[config.mk]
export PLATFORM = sky130hd
export DESIGN_NAME = traffic_ctrl_n
export DESIGN_NICKNAME = d
export VERILOG_FILES = /design/src/rtl/tc_pkg.sv /design/src/rtl/tc_rr_pick.sv /design/src/rtl/traffic_ctrl_n.sv
export SDC_FILE = /design/constraint.sdc
export NUM_CORES = 1
export LEC_CHECK = 0
export CORE_ASPECT_RATIO = 1.2
export CORE_MARGIN = 1
export CORE_UTILIZATION = 48
export DETAILED_ROUTE_END_ITERATION = 8
export PLACE_DENSITY = 0.87
export SLEW_MARGIN = 20
export SYNTH_ARGS = -nofsm -noshare
export SYNTH_HDL_FRONTEND = slang
export SYNTH_SLANG_ARGS = --single-unit
[constraint.sdc]
create_clock -name clk -period 2.7 [get_ports clk]
set_input_delay 0.27 -clock clk [delete_from_list [all_inputs] [get_ports clk]]
set_output_delay 0.27 -clock clk [all_outputs]
set_load 0.02 [all_outputs]
[src/rtl/tc_pkg.sv]
// Shared lamp codes and phase encoding for the traffic controller.
package tc_pkg;

    localparam logic [2:0] LAMP_RED = 3'b001;
    localparam logic [2:0] LAMP_YEL = 3'b010;
    localparam logic [2:0] LAMP_GRN = 3'b100;

    typedef enum logic [2:0] {
        IDLE      = 3'd0,
        GREEN     = 3'd1,
        YELLOW    = 3'd2,
        ALLRED    = 3'd3,
        EMRG_GO   = 3'd4,
        EMRG_HOLD = 3'd5
    } phase_e;

endpackage

[src/rtl/tc_rr_pick.sv]
// Round-robin search: first approach with a sensor set,
// scanning upward from start and wrapping modulo N.
module tc_rr_pick #(
    parameter int N  = 4,
    parameter int AW = $clog2(N)
) (
    input  logic [N-1:0]  sensor,
    input  logic [AW-1:0] start,
    output logic          found,
    output logic [AW-1:0] index
);

    // Scan downward so the nearest match to start is written last.
    always_comb begin
        found = 1'b0;
        index = start;
        for (int k = N - 1; k >= 0; k--) begin
            if (sensor[(int'(start) + k) % N]) begin
                found = 1'b1;
                index = AW'((int'(start) + k) % N);
            end
        end
    end

endmodule

[src/rtl/traffic_ctrl_n.sv]
// N-approach traffic light controller with round-robin service,
// emergency pre-emption and registered collision alerts.
module traffic_ctrl_n
    import tc_pkg::*;
#(
    parameter int NUM_APPR   = 4,
    parameter int GREEN_MAX  = 30,
    parameter int GREEN_MIN  = 10,
    parameter int YELLOW_CYC = 5,
    parameter int ALLRED_CYC = 2,
    parameter int CNT_W      = 6
) (
    input  logic                        clk,
    input  logic                        rst_n,
    input  logic [NUM_APPR-1:0]         sensor,
    input  logic                        emrg,
    input  logic [$clog2(NUM_APPR)-1:0] emrg_dir,
    input  logic                        alert1,
    input  logic                        alert2,
    output logic [3*NUM_APPR-1:0]       light,
    output logic [$clog2(NUM_APPR)-1:0] active_appr,
    output logic [2:0]                  phase,
    output logic [CNT_W-1:0]            count,
    output logic                        ambulance,
    output logic                        police
);

    localparam int AW = $clog2(NUM_APPR);

    if (GREEN_MAX >= (1 << CNT_W)) begin : g_cnt_chk
        $error("CNT_W cannot hold GREEN_MAX");
    end
    if (NUM_APPR < 2 || NUM_APPR > 8) begin : g_appr_chk
        $error("NUM_APPR must be 2..8");
    end

    phase_e                phase_q, phase_d;
    logic [CNT_W-1:0]      cnt_q, cnt_d;
    logic [AW-1:0]         active_q, active_d;
    logic [AW-1:0]         edir_q, edir_d;
    logic                  pend_q, pend_d;
    logic [3*NUM_APPR-1:0] light_q, light_d;
    logic                  amb_q, amb_d;
    logic                  pol_q, pol_d;

    logic [AW-1:0] rr_start;
    logic [AW-1:0] rr_idx;
    logic          rr_found;

    // Idle resumes at the current approach; after clearance it moves on.
    always_comb begin
        rr_start = active_q;
        if (phase_q != IDLE) begin
            rr_start = (active_q == AW'(NUM_APPR - 1)) ? '0 : active_q + AW'(1);
        end
    end

    tc_rr_pick #(
        .N  (NUM_APPR),
        .AW (AW)
    ) u_pick (
        .sensor (sensor),
        .start  (rr_start),
        .found  (rr_found),
        .index  (rr_idx)
    );

    always_comb begin
        phase_d  = phase_q;
        active_d = active_q;
        edir_d   = edir_q;
        pend_d   = pend_q;
        amb_d    = alert1 | alert2;
        pol_d    = alert1 | alert2;
        unique case (phase_q)
            IDLE: begin
                if (emrg) begin
                    phase_d  = EMRG_GO;
                    edir_d   = emrg_dir;
                    active_d = emrg_dir;
                end else if (rr_found) begin
                    phase_d  = GREEN;
                    active_d = rr_idx;
                end
            end
            GREEN: begin
                if (emrg && emrg_dir == active_q) begin
                    phase_d = EMRG_HOLD;
                end else if (emrg) begin
                    phase_d = YELLOW;
                    pend_d  = 1'b1;
                    edir_d  = emrg_dir;
                end else if (cnt_q == CNT_W'(GREEN_MAX) ||
                             (cnt_q >= CNT_W'(GREEN_MIN) && !sensor[active_q])) begin
                    phase_d = YELLOW;
                end
            end
            YELLOW, ALLRED: begin
                if (emrg && !pend_q) begin
                    pend_d = 1'b1;
                    edir_d = emrg_dir;
                end
                if (phase_q == YELLOW && cnt_q == CNT_W'(YELLOW_CYC)) begin
                    phase_d = ALLRED;
                end else if (phase_q == ALLRED && cnt_q == CNT_W'(ALLRED_CYC)) begin
                    if (pend_d) begin
                        phase_d  = EMRG_GO;
                        active_d = edir_d;
                        pend_d   = 1'b0;
                    end else if (rr_found) begin
                        phase_d  = GREEN;
                        active_d = rr_idx;
                    end else begin
                        phase_d = IDLE;
                    end
                end
            end
            EMRG_GO: phase_d = EMRG_HOLD;
            EMRG_HOLD: begin
                if (!emrg) phase_d = YELLOW;
            end
            default: phase_d = IDLE;
        endcase

        if (phase_d != phase_q || phase_q == IDLE) begin
            cnt_d = CNT_W'(1);
        end else if (phase_q == EMRG_HOLD && cnt_q == CNT_W'(GREEN_MAX)) begin
            cnt_d = cnt_q;
        end else begin
            cnt_d = cnt_q + CNT_W'(1);
        end

        light_d = {NUM_APPR{LAMP_RED}};
        if (phase_d == GREEN || phase_d == EMRG_GO || phase_d == EMRG_HOLD) begin
            light_d[3*int'(active_d) +: 3] = LAMP_GRN;
        end else if (phase_d == YELLOW) begin
            light_d[3*int'(active_d) +: 3] = LAMP_YEL;
        end
    end

    always_ff @(posedge clk or negedge rst_n) begin
        if (!rst_n) begin
            phase_q  <= IDLE;
            cnt_q    <= CNT_W'(1);
            active_q <= '0;
            edir_q   <= '0;
            pend_q   <= 1'b0;
            light_q  <= {NUM_APPR{LAMP_RED}};
            amb_q    <= 1'b0;
            pol_q    <= 1'b0;
        end else begin
            phase_q  <= phase_d;
            cnt_q    <= cnt_d;
            active_q <= active_d;
            edir_q   <= edir_d;
            pend_q   <= pend_d;
            light_q  <= light_d;
            amb_q    <= amb_d;
            pol_q    <= pol_d;
        end
    end

    assign light       = light_q;
    assign active_appr = active_q;
    assign phase       = phase_q;
    assign count       = cnt_q;
    assign ambulance   = amb_q;
    assign police      = pol_q;

endmodule
== After elaboration in Yosys (flattened, before gate mapping) ==
Cells that the tools add are included.
W data, S select, Z words.

* Add/subtract/negate cells: 6
* Multiply operators: 1
* Order comparisons: 6
* Equal/unequal tests: 18
* Shifts and indexed selects: 3
* Muxes and demuxes: 55
* Bitwise operators: 9
* Reduce and logical (&&, ||, !) cells: 22

{| class="wikitable"
|+ Operators with widths
! kind !! count
|-
| $shiftx A3 B33 Y12 const A || 2
|-
| $neg A4 Y33 || 1
|-
| $shift A3 B33 Y12 const A || 1
|-
| $mux W2 || 14
|-
| $mux W3 || 9
|-
| $mux W12 || 2
|-
| $mux W1 || 19
|-
| $and A8 B8 Y8 || 2
|-
| $pmux W3 S5 || 1
|-
| $eq A3 B3 Y1 const B || 4
|-
| $lt A3 B4 Y1 const B || 3
|-
| $mux W6 || 2
|-
| $bmux W1 S2 || 5
|-
| $eq A3 B2 Y1 const B || 3
|-
| $or A4 B4 Y4 || 2
|-
| $reduce_or A2 Y1 || 4
|-
| $add A6 B1 Y6 const B || 1
|-
| $eq A3 B1 Y1 const B || 2
|-
| $eq A6 B2 Y1 const B || 1
|-
| $eq A6 B3 Y1 const B || 1
|-
| $eq A6 B5 Y1 const B || 1
|-
| $ge A6 B4 Y1 const B || 1
|-
| $logic_and A1 B1 Y1 || 6
|-
| $lt A2 B3 Y1 const B || 2
|-
| other kinds (20) || 31
|}

* Flip-flop bits (word level): 27
* Bits of input ports: 11
* Output and inout port bits: 25
* Word-level logic and storage cells: 127

== Logic depth before layout (Yosys ltp) ==
Gate-level depths: netlist of the first run.

* Word-level depth: 25
* Depth in mapped cells: 10

== By module ==
From an unflattened synthesis of the first run, not the netlist that was laid out.

* Cells, all modules: 175
* Area, all modules: 1,636.6 µm²

{| class="wikitable"
|+ By module, submodules not included
! module !! instances !! cells each !! area an instance (µm²) !! sequential area each (µm²)
|-
| traffic_ctrl_n || 1 || 159 || 1,536.5 || 681.9
|-
| tc_rr_pick || 1 || 16 || 100.1 || 0.0
|}

== Worst setup path before layout of the first run ==
Ideal clock, no wire load.

* Path type: register to register
* From: reg cnt_q[0], in the netlist count[0]
* To: reg light_q[8], in the netlist light[8]
* Library setup time: 88 ps
* Arrival time: 2,373 ps
* Data required time: 2,612 ps
* Slack: 239 ps
* Cell stages (with the launch flop): 11
* Buffers on the path: 1
* Period minus slack after synthesis: 2,461 ps
* Path through: dfstp_2 > inv_1 > ha_1 > clkbuf_1 > o31ai_1 > a21oi_1 > or3_1 > a31oi_1 > inv_1 > o21a_1 > nor3b_1

* Longest elaborated chain between the ends: 11
* Elaborated cells between the ends (all ways): 32
* Those cells by class: 1 x add/sub; 1 x mul; 1 x order compare; 7 x eq/ne; 3 x shift; 11 x mux; 2 x bitwise; 6 x reduce/logical

{| class="wikitable"
|+ RTL lines
! item !! line !! text
|-
| from (decl) || traffic_ctrl_n.sv:38 || <nowiki>logic [CNT_W-1:0] cnt_q, cnt_d;</nowiki>
|-
| from (signal assigned) || traffic_ctrl_n.sv:153 || <nowiki>cnt_q <= cnt_d;</nowiki>
|-
| $ge A6 B4 Y1 || traffic_ctrl_n.sv:94 || <nowiki>(cnt_q >= CNT_W'(GREEN_MIN) && !sensor[active_q])) begin</nowiki>
|-
| $logic_and A1 B1 Y1 || traffic_ctrl_n.sv:94 ||
|-
| $logic_or A1 B1 Y1 || traffic_ctrl_n.sv:93 || <nowiki>end else if (cnt_q == CNT_W'(GREEN_MAX) ||</nowiki>
|-
| $mux W3 || traffic_ctrl_n.sv:93 ||
|-
| $mux W3 || traffic_ctrl_n.sv:89 || <nowiki>end else if (emrg) begin</nowiki>
|-
| $mux W3 || traffic_ctrl_n.sv:87 || <nowiki>if (emrg && emrg_dir == active_q) begin</nowiki>
|-
| $pmux W3 S5 * || traffic_ctrl_n.sv:75 || <nowiki>unique case (phase_q)</nowiki>
|-
| named net phase_d[1] || traffic_ctrl_n.sv:37 || <nowiki>phase_e phase_q, phase_d;</nowiki>
|-
| $eq A3 B1 Y1 or $eq A3 B3 Y1 (tied branches) || traffic_ctrl_n.sv:134 || <nowiki>if (phase_d == GREEN || phase_d == EMRG_GO || phase_d == EMRG_HOLD) begin</nowiki>
|-
| $logic_or A1 B1 Y1 (2 in series) || traffic_ctrl_n.sv:134 ||
|-
| $mux W12 * || traffic_ctrl_n.sv:134 ||
|-
| named net light_d[8] || traffic_ctrl_n.sv:42 || <nowiki>logic [3*NUM_APPR-1:0] light_q, light_d;</nowiki>
|-
| to (signal assigned) || traffic_ctrl_n.sv:148 || <nowiki>light_q <= {NUM_APPR{LAMP_RED}};</nowiki>
|-
| to (signal assigned) || traffic_ctrl_n.sv:157 || <nowiki>light_q <= light_d;</nowiki>
|-
| to (decl) || traffic_ctrl_n.sv:42 ||
|}

Mark *: on every way through the listed nets, which the timed path passes. The rest lies on a longest branch.
A chain may end at the register's enable or synchronous reset.

== Worst setup path in the final report of the first run ==
Same ends and word-level chain as after synthesis.

==> results of run 1 <==
-- per-stage QoR --
stage / util (%) / area (sq um) / worst slack (ns) / instances / total power [mW]
global route: 62.81 / 2301 / 0.01295 / 282 / 2.665
CTS: 62.64 / 2295 / 0.1654 / 282 / 2.472
floorplan: - / 1843 / 0.2391 / 195 / 1.800
detailed placement: 61.30 / 2246 / 0.1349 / 278 / 2.234
finish: 62.81 / 2301 / 0.1792 / 282 / 2.497
global placement: 61.30 / 2246 / 0.1878 / 278 / 2.192
-- cell type report --
type | count | area (sq um) | area share [%]
clock buffers | 3 | 41.29 | 1.794
multi-input cells | 141 | 1027 | 44.64
inverters | 12 | 45.04 | 1.958
well taps | 52 | 65.06 | 2.828
clock inverters | 1 | 7.507 | 0.3263
flip-flops and latches | 27 | 681.9 | 29.64
repair buffers | 46 | 432.9 | 18.81
-- state kept, by name, summed over array words and instances (netlist names) --
signal,flops
light,12
police,1
edir_q,2
phase,3
active_appr,2
pend_q,1
count,6
-- metal layers --
layer,global-route usage [%],vias to the layer above,wire length [um]
met5,0,-,0
met4,10.05,0,109
met3,2.593,16,221
met2,36.78,76,2138
met1,30.46,794,1911
li1,-,797,-
-- cells in the final DEF, fill, tap and decap left out, types with 4 or more instances in the layout --
| cell | instances |
|---|---|
| clkdlybuf4s50_1 | 35 |
| o22ai_1 | 4 |
| inv_1 | 12 |
| ha_1 | 4 |
| a21oi_1 | 7 |
| nor3b_1 | 4 |
| nand2_1 | 10 |
| nor2_1 | 13 |
| dfrtp_1 | 22 |
| xnor2_1 | 4 |
| nor3_1 | 4 |
| nand4_1 | 4 |
| buf_4 | 11 |
| dfstp_2 | 5 |
| nand3_1 | 10 |
| o21ai_0 | 8 |
-- final timing paths --
kind / from / end / slack (ns) / depth (start not counted)
min in group clk: alert1 / police$_DFF_PN0_ / 0.55 / 2
setup reg to reg: count[0]$_DFFE_PN1P_ / light[8]$_DFF_PN0_ / 0.18 / 9
setup / recovery: count[0]$_DFFE_PN1P_ / light[8]$_DFF_PN0_ / 0.18 / 9
max in group asynchronous: rst_n / count[0]$_DFFE_PN1P_ / 2.05 / 2
hold reg to reg: edir_q[1]$_DFFE_PN0P_ / edir_q[1]$_DFFE_PN0P_ / 0.57 / 1
hold / removal: rst_n / edir_q[0]$_DFFE_PN0P_ / 0.35 / 2
-- power by group through the flow --
stage	combinational, mW	clock (mW)	sequential (mW)
finish	1.51	0.234	0.751
global route	1.64	0.253	0.772
CTS	1.49	0.239	0.747
detailed placement	1.48	0	0.756
global placement	1.44	0	0.749
floorplan	1.02	0	0.785
-- what timing repair did --
item                                    CTS  global route
buffers inserted                          0             0
gates resized for setup                   0             1
endpoints found under the setup margin    0             1
-- kinds of logic (layout without fill, tap and decap cells) --
| family | count (synthesis) | count (layout) | synth area share (%) |
|---|---|---|---|
| xor+xnor | 7 | 7 | 3.327 |
| compound gates | 54 | 54 | 22.13 |
| flops | 27 | 27 | 37.00 |
| mux | 4 | 4 | 2.987 |
| buf+inv | 27 | 62 | 7.603 |
| fa+ha+maj | 4 | 4 | 2.716 |
| simple gates | 72 | 72 | 24.24 |
==> summary.md, run 1 <==
| Metric | Value |
|---|---|
| Max rail drop VDD | 0.7088 mV |
| Initial antenna violation count | 0 |
| Comb pwr share | 60.6% |
| Hold-fix buffers, CTS | 0 |
| Clock Skew | 0.003284 ns |
| Clock Tree Buf Depth | 2 |
| Post-synth top area share | 29.87% |
| Clock sink total | 27 |
| Slowest stage delay, CP | 0.60 ns |
| Syn Area/Cell | 9.451 sq um |
| YS warnings | 0 |
| Root buffer cell | clkbuf_8 |
| GR Overflow Total | 0 |
| Die W | 58.57 um |
| Register bit total from synthesis | 27 |
| Yosys top cell by area | dfrtp_1 |
| Final nets | 246 |
| Vias per cell | 5.968 |
| Routed len/inst | 15.53 um |
| Buf/Inv on CP | 2 |
| Main area contributors after synthesis | dfrtp_1 (30%), dfstp_2 (7.1%), ha_1 (2.7%) |
| CP Max Fanout | 6 |
| Starting density of the core | 50.31% |
| Status | complete, no violations |
| Synth cell count leaders | dfrtp_1 (22), nor2_1 (13), inv_1 (12), nand2_1 (10), nand3_1 (10) |
| Vias in the first global route | 1582 |
| Seq/Total Area, Yosys | 37.00% |
| Cell Area, Synth | 0.001843 sq mm |
| I/O pins | 36 |
| Final GP Congestion | 1.036 |
| Total GRT Usage | 22.77% |
| WL final | 4.380 mm |
| Switching power | 1.130 mW |
| First-pass GRT wire length | 7.224 mm |
| Crit path top cell by count | inv_1 |
| Fmax | 396.7 MHz |
| Clock Power Share | 9.4% |
| CTS tree | done |
| CTS clk-pin slew, worst paths | 0.09 ns |
| Gate Count Post-Synth | 195 |
| Rel. slew slack | 63.14% |
| CTS buffer count | 3 |
| Post-DRT Antenna Nets | 0 |
| Chip height | 69.88 um |
| Worst skew pair latency | 0.27 ns |
| Slew @ Worst Pin | 0.5528 ns |
| Post-synth top flop | dfrtp_1 |
| Post-synth EDFFs | 0 |
| Count leader, synth | dfrtp_1 |
| Delay-heaviest family, CP | compound AO/OA/AOI/OAI gates |
| H-tree levels | 1 |
| Period utilization | 93.36% |
| Worst min-delay path category | input port to asynchronous set/reset pin |
| Crit-path slowest cell | dfstp_2 |
| Min Clock Period, post-route | 2.521 ns |
| Setup TNS Final | 0 ns |
| Drt drc | 0 |
| Dpl hpwl | 3.152 mm |
| Leak | 0.9733 nW |
| Number of diodes | 0 |
| Crit path DAT | 2.71 ns |
| Num rows | 24 |
| Sw frac | 45.28% |
| Via count | 1683 |
| Iteration-0 DRC Markers | 153 |
| Pwr dens | 1085 mW/mm^2 |
| Yosys cell types | 66 |
| Area delta synth->final | 24.85% |
| Full die area | 0.004093 sq mm |
| Post-Syn Nets | 210 |
| Core Region | 0.003664 sq mm |
| Crit Path Class | register to register |
| Slew Viols, Final | 0 |
| Max_cap viols | 0 |
| Fill cells | 304 |
| Port Buf Inserts | 35 |
| Critical path launch point type | register |
| Post-synth ARST share | 100.0% |
| WHS | 0.3533 ns |
| RSZ-0062 raised after global routing | false |
| Crit-path cells | inv_1 > ha_1 > o31ai_1 > a21oi_1 > or3_1 > a31oi_2 > inv_1 > o21a_1 > nor3b_1 |
| Share of layout cells above drive strength 1 | 15.65% |
| Final setup viols | 0 |
| Largest net degree at the start of global routing | 28 |
| Final hold vios | 0 |
| First-pass iteration count of the detailed router | 4 |
| Worst Path Required | 2.89 ns |
| Part of the power in registers | 30.1% |
| Internal power | 1.366 mW |
| Endpoint type of the worst setup path | register |
No activity file was read; power rests on OpenSTA's default activity.
==> inputs of run 2 (changes only) <==
CORE_UTILIZATION = 47   (was 48)
PLACE_DENSITY = 0.88   (was 0.87)
clock period = 2.1 ns   (was 2.7 ns; I/O delays follow)
==> run 2 against run 1 <==
Effect of this change: the run now ends with setup timing left; global-route usage rose by 10 points; total power is 93% higher; sequential power rose by 20%; final area grew 38%; maximum frequency up 9.1%; combinational power rose by 140%; worst setup slack got worse by 0.39 ns; flip-flop and latch count unchanged; largest power group unchanged.
==> summary.md, run 2 (synthesized netlist as in run 1, its figures left out) <==
| Metric | Value |
|---|---|
| Status | complete, but fails checks |
| Failing checks | setup timing |
| Commonest non-fill, non-tap cell in the layout | buf_4 |
| Area delta synth->final | 72.64% |
| Final core utilization | 86.15% |
| Period utilization | 110.0% |
| Max reg flops | 12 |
| Crit path DAT | 2.52 ns |
| Crit Path Class | register to register |
| Largest net degree at the start of global routing | 28 |
| Clock sink total | 27 |
| First-pass GRT wire length | 10.34 mm |
| Setup TNS Final | -2.885 ns |
| Max_cap viols | 0 |
| Clock Tree Buf Depth | 2 |
| Total GRT Usage | 32.97% |
| Pwr dens | 1514 mW/mm^2 |
| CTS buffer count | 3 |
| CTS clk-pin slew, worst paths | 0.10 ns |
| Fmax | 432.9 MHz |
| Num rows | 24 |
| I/O pins | 36 |
| Comb pwr share | 74.7% |
| Final std cells w/o fill | 348 |
| Min Clock Period, post-route | 2.310 ns |
| FF+latch area | 689.4 sq um |
| Full die area | 0.004177 sq mm |
| Number of diodes | 0 |
| DP Area | 0.002603 sq mm |
| First-pass iteration count of the detailed router | 5 |
| Slew Viols, Final | 0 |
| Critical path launch point type | register |
| Routed len/inst | 22.01 um |
| Post-Place Cells | 325 |
| Final nets | 312 |
| Dpl hpwl | 3.796 mm |
| Part of the power in registers | 18.6% |
| Chip height | 70.60 um |
| Vias in the first global route | 2138 |
| Setup WS post-layout | -0.2100 ns |
| Final setup viols | 19 |
| Total power | 4.818 mW |
| Most frequent cells in the layout | buf_4 (68), clkdlybuf4s50_1 (35), dfrtp_1 (16) |
| Worst skew pair latency | 0.29 ns |
| Max rail drop VDD | 0.8585 mV |
| Drt drc | 0 |
| Sw frac | 45.25% |
| Final instance area | 0.003182 sq mm |
| Final hold vios | 0 |
| Vias per cell | 6.310 |
| Leak | 1.352 nW |
| Iteration-0 DRC Markers | 152 |
| Worst min-delay path category | input port to asynchronous set/reset pin |
| Post-DRT Antenna Nets | 0 |
| Share of layout cells above drive strength 1 | 50.68% |
| Core Region | 0.003694 sq mm |
| Starting density of the core | 49.90% |
| Root buffer cell | clkbuf_8 |
| Port Buf Inserts | 35 |
| Clock Skew | 0.008042 ns |
| Slew @ Worst Pin | 0.4887 ns |
| Initial antenna violation count | 0 |
| WL final | 7.660 mm |
| Switching power | 2.181 mW |
| RSZ-0062 raised after global routing | true |
| Endpoint type of the worst setup path | register |
| GR Overflow Total | 0 |
| CTS tree | done |
| Multi-input gate area | 0.001374 sq mm |
| Fill cells | 194 |
| Internal power | 2.638 mW |
| Worst Path Required | 2.31 ns |
| Die W | 59.17 um |
| Rel. slew slack | 67.13% |
| Clock Power Share | 6.6% |
| H-tree levels | 1 |
| Via count | 2196 |
| CP Max Fanout | 4 |
| Final GP Congestion | 0.9104 |
-- run 2: cell type report --
type	instances	area share (%)
inverters	12	1.416
repair buffers	111	30.16
flip-flops and latches	27	21.67
well taps	52	2.045
clock inverters	1	0.2359
multi-input cells	142	43.18
clock buffers	3	1.298
-- run 2: metrics by stage --
stage                     hold WS (ns)  setup WS [ns]
after floorplan               -0.08559        -0.2121
after global placement          0.5276        -0.2254
after detailed placement        0.5351        -0.3293
after CTS                       0.3017        -0.1445
after global routing            0.3285        -0.2906
final                           0.2835        -0.2100
-- run 2: metal layers --
layer  wire, um  vias to the layer above  track usage, %
met5          0                        -               0
met4        530                        0           16.93
met3        513                       50           6.033
met2       3751                      138           57.95
met1       2865                     1078           37.20
li1           -                      930               -
-- run 2: final timing paths --
path,startpoint,endpoint,slack (ns),depth (start not counted)
worst min-delay path,rst_n,count[5]$_DFFE_PN0P_,0.28,2
max in group asynchronous,rst_n,light[6]$_DFF_PN1_,1.50,2
worst max-delay path,count[0]$_DFFE_PN1P_,light[5]$_DFF_PN0_,-0.21,9
worst max register to register,count[0]$_DFFE_PN1P_,light[5]$_DFF_PN0_,-0.21,9
min in group clk,alert2,police$_DFF_PN0_,0.49,2
worst min register to register,edir_q[0]$_DFFE_PN0P_,edir_q[0]$_DFFE_PN0P_,0.58,1
-- run 2: repair_timing --
item / 4_1_cts / 5_1_grt
setup endpoints to repair: 19 / 21
pin swaps: 18 / 14
buffers inserted: 8 / 11
hold buffers: 0 / 0
resized for setup: 36 / 39
gates cloned: 1 / 1
-- run 2: critical path, stage by stage (launching register included) --
cell     delay (ns)
dfstp_2        0.55
inv_2          0.05
ha_4           0.17
buf_6          0.12
nor3b_4        0.15
or3_4          0.43
a31oi_4        0.23
inv_2          0.11
o21a_4         0.25
nor3b_2        0.16
-- run 2: power by group through the flow --
stage                     Clock [mW]  Sequential (mW)  Combinational (mW)
after floorplan                    0             1.01                1.31
after detailed placement           0            0.876                2.46
after global routing           0.341            0.909                3.78
after CTS                      0.311            0.878                2.98
after global placement             0            0.869                2.40
final                          0.319            0.898                3.60
==> inputs of run 3 (changes only) <==
CORE_MARGIN = 4   (was 1)
CORE_UTILIZATION = 48   (was 47)
CTS_BUF_LIST = sky130_fd_sc_hd__clkbuf_4   (was unset)
PLACE_DENSITY = 0.9   (was 0.88)
==> run 3 against run 2 <==
Effect of this change: the run still ends with setup timing left; sequential power hardly changed; critical path depth unchanged; die area rose by 17%; final area down 6.7%.
==> summary.md, run 3 (synthesized netlist as in run 1, its figures left out) <==
| Metric | Value |
|---|---|
| Status | complete, but fails checks |
| Failing checks | setup timing |
| CTS buffer count | 3 |
| Delay-heaviest family, CP | compound AO/OA/AOI/OAI gates |
| Period utilization | 108.4% |
| Clock sink total | 27 |
| First-pass iteration count of the detailed router | 4 |
| Endpoint type of the worst setup path | register |
| Commonest non-fill, non-tap cell in the layout | buf_4 |
| Total GRT Usage | 25.91% |
| Buf/Inv on CP | 3 |
| Number of diodes | 0 |
| Leak | 1.262 nW |
| Max_cap viols | 0 |
| RSZ-0062 raised after global routing | true |
| Slew Viols, Final | 0 |
| WL final | 6.658 mm |
| Crit path DAT | 2.56 ns |
| CP Max Fanout | 4 |
| Chip height | 75.88 um |
| R2r setup slk | -0.18 ns |
| Setup WS post-layout | -0.1764 ns |
| Crit Path Class | register to register |
| Largest net degree at the start of global routing | 28 |
| Most frequent cells in the layout | buf_4 (64), clkdlybuf4s50_1 (35), dfrtp_1 (16) |
| Iteration-0 DRC Markers | 128 |
| CTS clk-pin slew, worst paths | 0.16 ns |
| Via count | 2064 |
| Crit-path cells | nor4_4 > buf_4 > buf_4 > nand3_1 > a32o_2 > a31oi_4 > inv_2 > o21a_4 > nor3b_2 |
| Clock Skew | 0.002227 ns |
| Post-DRT Antenna Nets | 0 |
| Root buffer cell | clkbuf_4 |
| Final core utilization | 81.05% |
| Crit path top cell by count | buf_4 |
| Slew @ Worst Pin | 0.5112 ns |
| Starting density of the core | 50.31% |
| Worst min-delay path category | input port to asynchronous set/reset pin |
| Dpl hpwl | 4.149 mm |
| CTS tree | done |
| H-tree levels | 1 |
| Worst Path Required | 2.38 ns |
| Critical path launch point type | register |
| Rel. slew slack | 65.61% |
| Full die area | 0.004899 sq mm |
| Max reg flops | 12 |
| I/O pins | 36 |
| Worst skew pair latency | 0.34 ns |
| Hold-fix buffers, CTS | 0 |
| Share of layout cells above drive strength 1 | 44.64% |
| Core Region | 0.003664 sq mm |
| Final GP Congestion | 0.9661 |
| Area delta synth->final | 61.10% |
| Min Clock Period, post-route | 2.276 ns |
| Num rows | 24 |
| Crit-path slowest cell | dfrtp_2 |
| Die W | 64.57 um |
| Final setup viols | 17 |
| First-pass GRT wire length | 9.735 mm |
| Setup TNS Final | -1.876 ns |
| Fill cells | 218 |
| Initial antenna violation count | 0 |
| Clock Tree Buf Depth | 2 |
| Final nets | 305 |
| GR Overflow Total | 0 |
| Final hold vios | 0 |
| Drt drc | 0 |
| Slowest stage delay, CP | 0.48 ns |
| Pwr dens | 1460 mW/mm^2 |
| Fmax | 439.3 MHz |
| Vias in the first global route | 2091 |
| Max rail drop VDD | 0.7452 mV |
| Vias per cell | 6.053 |
| Multi-input gate area | 0.001252 sq mm |
| FF+latch area | 689.4 sq um |
| Port Buf Inserts | 35 |
| Routed len/inst | 19.52 um |
run 3: layer usage:
layer  track usage (%)  vias up  wire length, um
met5                 0        -                0
met2             47.82      106             3473
met4             18.31        0              501
met3             3.392       41              302
li1                  -      920                -
met1             27.65      997             2379
run 3: final cells by class:
cell class                 instances  share of cell area, %
multi-input combinational        142                  42.18
timing repair buffer             104                  29.88
sequential                        27                  23.22
tap                               52                  2.191
inverter                          12                  1.517
clock buffer                       3                 0.7585
clock inverter                     1                 0.2528
run 3: final timing paths:
path	startpoint	end	cells past startpoint
max	count[4]$_DFFE_PN0P_	light[8]$_DFF_PN0_	9
max reg2reg	count[4]$_DFFE_PN0P_	light[8]$_DFF_PN0_	9
min reg2reg	edir_q[1]$_DFFE_PN0P_	edir_q[1]$_DFFE_PN0P_	1
max in group asynchronous	rst_n	count[0]$_DFFE_PN1P_	2
min	rst_n	light[10]$_DFF_PN0_	2
min in group clk	alert2	police$_DFF_PN0_	2
run 3: stage by stage:
stage | power, mW | hold WS [ns] | area, sq um | setup WS [ns] | instances
global route | 4.542 | 0.2465 | 2969 | -0.2917 | 341
floorplan | 2.322 | -0.08559 | 1857 | -0.2121 | 195
CTS | 3.941 | 0.2254 | 2820 | -0.1157 | 335
finish | 4.334 | 0.2163 | 2969 | -0.1764 | 341
detailed placement | 3.378 | 0.5355 | 2610 | -0.3269 | 326
global placement | 3.299 | 0.5263 | 2610 | -0.2472 | 326
run 3: worst register-to-register path: stages (launching register included):
cell	delay, ns
dfrtp_2	0.48
nor4_4	0.36
buf_4	0.17
buf_4	0.10
nand3_1	0.09
a32o_2	0.30
a31oi_4	0.21
inv_2	0.09
o21a_4	0.26
nor3b_2	0.16
run 3: power by group:
part           switching [mW]  leakage, nW  internal [mW]
sequential              0.174        0.326          0.725
combinational            1.61        0.922           1.58
clock                   0.174       0.0139         0.0732
run 3: what timing repair did:
action                     in CTS  in global routing
cloned                          1                  0
setup endpoints to repair      18                 20
resized for setup              27                 23
setup buffers                   4                  7
pin swaps                      12                  4
